### src/rtl/usb_tx_pkg.sv
// rtl/usb_tx_pkg.sv - shared constants and types for the USB transmit path
package usb_tx_pkg;

    localparam int TX_FIFO_DEPTH   = 64;
    localparam int TX_FIFO_ADDR_W  = 6;
    localparam int USB_MAX_PAYLOAD = 64;

    typedef logic [7:0] byte_t;

endpackage

### src/rtl/tx_fifo_mem.sv
// rtl/tx_fifo_mem.sv - byte register file, synchronous write, asynchronous read
module tx_fifo_mem
    import usb_tx_pkg::*;
#(
    parameter int DEPTH  = TX_FIFO_DEPTH,
    parameter int ADDR_W = TX_FIFO_ADDR_W
) (
    input  logic              clk,
    input  logic              i_we,
    input  logic [ADDR_W-1:0] i_waddr,
    input  byte_t             i_wdata,
    input  logic [ADDR_W-1:0] i_raddr,
    output byte_t             o_rdata
);

    // Contents are deliberately left unreset; readers gate with occupancy.
    byte_t r_mem [DEPTH];

    always_ff @(posedge clk) begin
        if (i_we) begin
            r_mem[i_waddr] <= i_wdata;
        end
    end

    assign o_rdata = r_mem[i_raddr];

endmodule

### src/rtl/tx_fifo.sv
// rtl/tx_fifo.sv - show-ahead byte FIFO feeding the USB transmitter
// Pointers, occupancy, threshold flag and sticky error flags live here.
module tx_fifo
    import usb_tx_pkg::*;
#(
    parameter int DEPTH        = TX_FIFO_DEPTH,
    parameter int ADDR_W       = TX_FIFO_ADDR_W,
    parameter int READY_THRESH = USB_MAX_PAYLOAD
) (
    input  logic            clk,
    input  logic            n_rst,
    input  logic            clear,
    input  logic            w_enable,
    input  byte_t           w_data,
    input  logic            fifo_r_enable,
    output byte_t           fifo_byte,
    output logic            empty,
    output logic            full,
    output logic [ADDR_W:0] count,
    output logic            packet_ready,
    output logic            overrun,
    output logic            underrun
);

    localparam logic [ADDR_W:0] C_DEPTH  = (ADDR_W+1)'(DEPTH);
    localparam logic [ADDR_W:0] C_THRESH = (ADDR_W+1)'(READY_THRESH);

    logic [ADDR_W-1:0] r_wr_ptr;
    logic [ADDR_W-1:0] r_rd_ptr;
    logic [ADDR_W:0]   r_count;
    logic              r_overrun;
    logic              r_underrun;

    logic              w_empty;
    logic              w_rd_ok;
    logic              w_rd_bad;
    logic              w_wr_ok;
    logic              w_wr_drop;
    logic              w_mem_we;
    byte_t             w_rdata;

    assign w_empty = (r_count == '0);

    // A write into a full FIFO is still legal when a read frees a slot this cycle.
    always_comb begin
        w_rd_ok   = 1'b0;
        w_rd_bad  = 1'b0;
        w_wr_ok   = 1'b0;
        w_wr_drop = 1'b0;
        if (fifo_r_enable) begin
            if (w_empty) begin
                w_rd_bad = 1'b1;
            end else begin
                w_rd_ok = 1'b1;
            end
        end
        if (w_enable) begin
            if ((r_count < C_DEPTH) || w_rd_ok) begin
                w_wr_ok = 1'b1;
            end else begin
                w_wr_drop = 1'b1;
            end
        end
    end

    // Reset and clear must also block the memory write, not just the pointer bump.
    assign w_mem_we = w_wr_ok && n_rst && !clear;

    always_ff @(posedge clk) begin
        if (!n_rst || clear) begin
            r_wr_ptr   <= '0;
            r_rd_ptr   <= '0;
            r_count    <= '0;
            r_overrun  <= 1'b0;
            r_underrun <= 1'b0;
        end else begin
            if (w_wr_ok) begin
                r_wr_ptr <= r_wr_ptr + 1'b1;
            end
            if (w_rd_ok) begin
                r_rd_ptr <= r_rd_ptr + 1'b1;
            end
            case ({w_wr_ok, w_rd_ok})
                2'b10:   r_count <= r_count + 1'b1;
                2'b01:   r_count <= r_count - 1'b1;
                default: r_count <= r_count;
            endcase
            if (w_wr_drop) begin
                r_overrun <= 1'b1;
            end
            if (w_rd_bad) begin
                r_underrun <= 1'b1;
            end
        end
    end

    tx_fifo_mem #(
        .DEPTH  (DEPTH),
        .ADDR_W (ADDR_W)
    ) u_mem (
        .clk     (clk),
        .i_we    (w_mem_we),
        .i_waddr (r_wr_ptr),
        .i_wdata (w_data),
        .i_raddr (r_rd_ptr),
        .o_rdata (w_rdata)
    );

    assign fifo_byte    = w_empty ? 8'h00 : w_rdata;
    assign empty        = w_empty;
    assign full         = (r_count == C_DEPTH);
    assign count        = r_count;
    assign packet_ready = (r_count >= C_THRESH);
    assign overrun      = r_overrun;
    assign underrun     = r_underrun;

endmodule

### config.mk
export PLATFORM = sky130hd
export DESIGN_NAME = tx_fifo
export DESIGN_NICKNAME = d
export VERILOG_FILES = /design/src/rtl/usb_tx_pkg.sv /design/src/rtl/tx_fifo_mem.sv /design/src/rtl/tx_fifo.sv
export SDC_FILE = /design/constraint.sdc
export NUM_CORES = 1
export LEC_CHECK = 0
export CAP_MARGIN = 20
export CORE_MARGIN = 10
export CORE_UTILIZATION = 38
export CTS_CLUSTER_SIZE = 30
export DETAILED_ROUTE_END_ITERATION = 6
export DONT_BUFFER_PORTS = 1
export HOLD_SLACK_MARGIN = 0.02
export PLACE_DENSITY = 0.55
export SLEW_MARGIN = 20
export SYNTH_ARGS = -nofsm -noshare
export SYNTH_HDL_FRONTEND = slang
export SYNTH_SLANG_ARGS = --single-unit
### constraint.sdc
create_clock -name clk -period 4 [get_ports clk]
set_input_delay 0.6 -clock clk [delete_from_list [all_inputs] [get_ports clk]]
set_output_delay 0.6 -clock clk [all_outputs]
set_load 0.02 [all_outputs]
==> key figures <==
Worst setup path
  – CP Max Fanout: 9
  – Cell family with most CP delay: simple AND/OR/NAND/NOR gates
  – FF-to-FF setup slack: around 0.63 ns
  – Worst reg2reg path depth: 11
  – Critical path class: flip-flop to output pin
  – Launching point of the worst reg2reg path: count[1]
  – CP arrival: approximately 3.2 ns
  – RR Endpoint: count[6]
  – Critical Path Source Type: flip-flop
  – CP required: 3.40 ns
  – Worst setup EP type: output pin
  – Slowest stage delay, CP: approximately 0.62 ns
  – Buf/Inv on CP: 1
  – CP cell instances: nor4_2, and3_1, or2_0, a221oi_1, o2bb2ai_1, buf_4
  – Crit-path slowest cell: or2_0

Synth
  – Syn. warnings: 0
  – Top-area cell type share of the netlist area: 72.1%
  – Top post-synthesis cells by area: edfxtp_1, mux4_2, dfxtp_1, nor2_1, mux2i_1
  – Dominant synthesized flop cell: edfxtp_1
  – FF+latch count, synth: 539
  – Number of distinct library cells after synthesis: 55
  – Cell area after synthesis: about 21000 µm²
  – Sequential share of the synthesized area: between 70% and 80%
  – Post-synth net total: roughly 1100
  – Post-synth EDFFs: 512
  – Syn_area_per_cell: approximately 19 µm²
  – FFs w/ async S/R, synth: 0%
  – Cell taking the most area after synthesis: edfxtp_1
  – Synth Instances: between 1000 and 1500

Global route
  – Grt ovf: 0
  – Gr usage total: 15.4%
  – Largest net degree at the start of global routing: 65
  – Initial antenna violation count: 0
  – Vias in the first global route: about 11000
  – First-pass GRT wire length: 75.5 mm

Timing
  – Rel. slew slack: a little under a third
  – Count of final max-slew check failures: 0
  – Unrepaired setup endpoints after global routing: false
  – Final period util: 95.3%
  – Final setup viols: 0
  – F_max: 262 MHz
  – Min Tclk post-route: ~3.8 ns
  – Post-route clock skew: 0.0102 ns
  – Fin. Hold Viols: 0
  – Worst-margin pin slew: between 1 and 1.5 ns
  – Min Hold Slack: 0.107 ns
  – Final TNS setup: 0 ns

Clocking
  – Setup bufs post-CTS: 0
  – Worst-Skew Late Latency: 0.60 ns
  – Clk root buf: clkbuf_16
  – Clock slew at reported path FFs: roughly 0.060 ns
  – Hold buffer count at CTS: 0
  – Post-CTS sizing: 0
  – H-tree levels: 2
  – Clock Sink Count: 539
  – CTS tree: done
  – Num CTS Buffers: 55
  – Clock Path Buffers: 3

Pwr
  – Peak VDD IR: 409 µV
  – Static Leak: 7.38 nW
  – Power per cell area: around 460 nW/µm²

Floorplan
  – Die area: 66000 µm²
  – I/O pins: 33
  – Starting Density: 38.6%
  – Die X-Extent: ~260 µm
  – Die Y-Extent: 257 µm
  – Row cnt: 86
  – Core Box Area: 55300 µm²

Placed design
  – I/O Buffers: 0
  – Detailed Place HPWL: 31.7 mm
  – Placer Congestion: 0.856

Routing
  – Via count: about 11000
  – Initial drt markers: 1164
  – Vias per cell: 5.47
  – # DRC: 0
  – Wirelength, routed: 51.2 mm
  – Antenna viol nets, final: 0
  – Post-DR wirelength/cell: approximately 26 µm
  – DRT Pass-1 Iters: 7

Status
  – Status: finished, final reports clean

Hold path
  – HP Start: w_data[6]
  – Hold path depth: 0
  – Endpoint, Worst Hold: u_mem.r_mem[41][6]
  – Hold Crit Class: input pin to flip-flop

Cells and area
  – Layout cells sized above 1: about 25%
  – Fin nets: about 1200
  – Layout area overhead: 14.1%
  – ANT cells: 0

Run
  – Maxcap violations: 0
## placed cells by master, fill, tap and decap left out, types with 10 or more instances in the layout
| cell type | count |
|---|---|
| xor2_1 | 10 |
| clkbuf_16 | 57 |
| nand3_1 | 30 |
| mux4_2 | 126 |
| clkinv_1 | 12 |
| edfxtp_1 | 512 |
| o22ai_1 | 16 |
| buf_4 | 77 |
| nand2_1 | 27 |
| nand2b_1 | 17 |
| dfxtp_1 | 24 |
| clkbuf_1 | 17 |
| mux2i_1 | 23 |
| a21oi_1 | 10 |
| nor2b_1 | 13 |
| nor2_1 | 93 |
## power by group
group | total [mW] | internal [mW] | leakage, nW | switching, mW
clock | 4.80 | 2.72 | 0.810 | 2.07
sequential | 6.19 | 6.17 | 4.82 | 0.0141
combinational | 0.247 | 0.106 | 1.75 | 0.142
total | 11.2 | 9.00 | 7.38 | 2.23
## synth_stat cells, types with 4 or more instances
library cell  instances
nand3_1              30
dfxtp_1              27
a21oi_1              10
xor2_1               10
nand3b_1              6
nor3_1                7
and3_1                4
edfxtp_1            512
inv_1                 5
nand4_1               4
o22ai_1              16
nand2_1              27
a221oi_1              6
o21ai_1               9
buf_2                20
o221ai_1              8
o41ai_1               5
buf_6                10
buf_4                 7
or3_1                 4
o21ai_0               6
clkbuf_1             23
ha_1                  5
and2_1                4
or2_2                 5
nor2_1               93
nand2b_1             17
mux4_2              126
a22oi_1               8
nor2b_1              13
a211oi_1              8
a31oi_1               5
mux2i_1              23
## layer usage
metal	up-vias	track usage [%]	routed length (µm)
met3	73	3.64	3580
met2	349	23.7	23600
li1	4640	-	-
met5	-	0	0
met1	5682	21.6	22900
met4	0	4.29	1110
## final cells by class
| type | count | area (µm²) |
|---|---|---|
| fillers | 4844 | 31000 |
| flip-flops and latches | 539 | 15900 |
| multi-input cells | 487 | 5030 |
| clock buffers | 74 | 1490 |
| well taps | 748 | 936 |
| repair buffers | 86 | 746 |
| clock inverters | 24 | 163 |
| inverters | 7 | 26.3 |
## registers in the layout, summed over array words and instances (netlist names), named ones only
register / count
r_wr_ptr: 6
r_rd_ptr: 6
overrun: 1
count: 7
underrun: 1
u_mem.r_mem: 512
## how the worst max path moves through the flow
| stage | end | cells past startpoint | from | slack [ns] |
|---|---|---|---|---|
| floorplan | count[6] | 12 | count[3] | 0.89 |
| global route | fifo_byte[2] | 5 | count[3] | 0.002 |
| CTS | fifo_byte[2] | 7 | flip-flop | 0.15 |
| global placement | count[6] | 11 | count[1] | 0.67 |
| finish | fifo_byte[4] | 6 | count[1] | 0.19 |
| detailed placement | count[6] | 11 | count[1] | 0.65 |
## cell families (layout without fill, tap and decap cells)
logic type	after synthesis	in the layout	synth area share [%]
and+or+nand+nor	224	224	5.05
muxes	149	149	14.4
DFF	539	539	74.6
adders and majority gates	5	5	0.293
xor gates and xnor gates	13	13	0.534
buffers and inverters	73	191	1.94
AOI/OAI and AO/OA	96	96	3.16
## per-stage QoR
stage / power, mW / util (%) / worst slack [ns] / std cells / area (µm²)
finish: 11.2 / 44.0 / 0.189 / 1965 / 24300
CTS: 11.4 / 44.0 / 0.154 / 1965 / 24300
global placement: 6.56 / 41.0 / 0.667 / 1867 / 22700
detailed placement: 6.56 / 41.0 / 0.645 / 1867 / 22700
floorplan: 6.49 / - / 0.889 / 1099 / 21300
global route: 11.6 / 44.0 / 0.00210 / 1965 / 24300
Power figures use the tool's default switching activity.
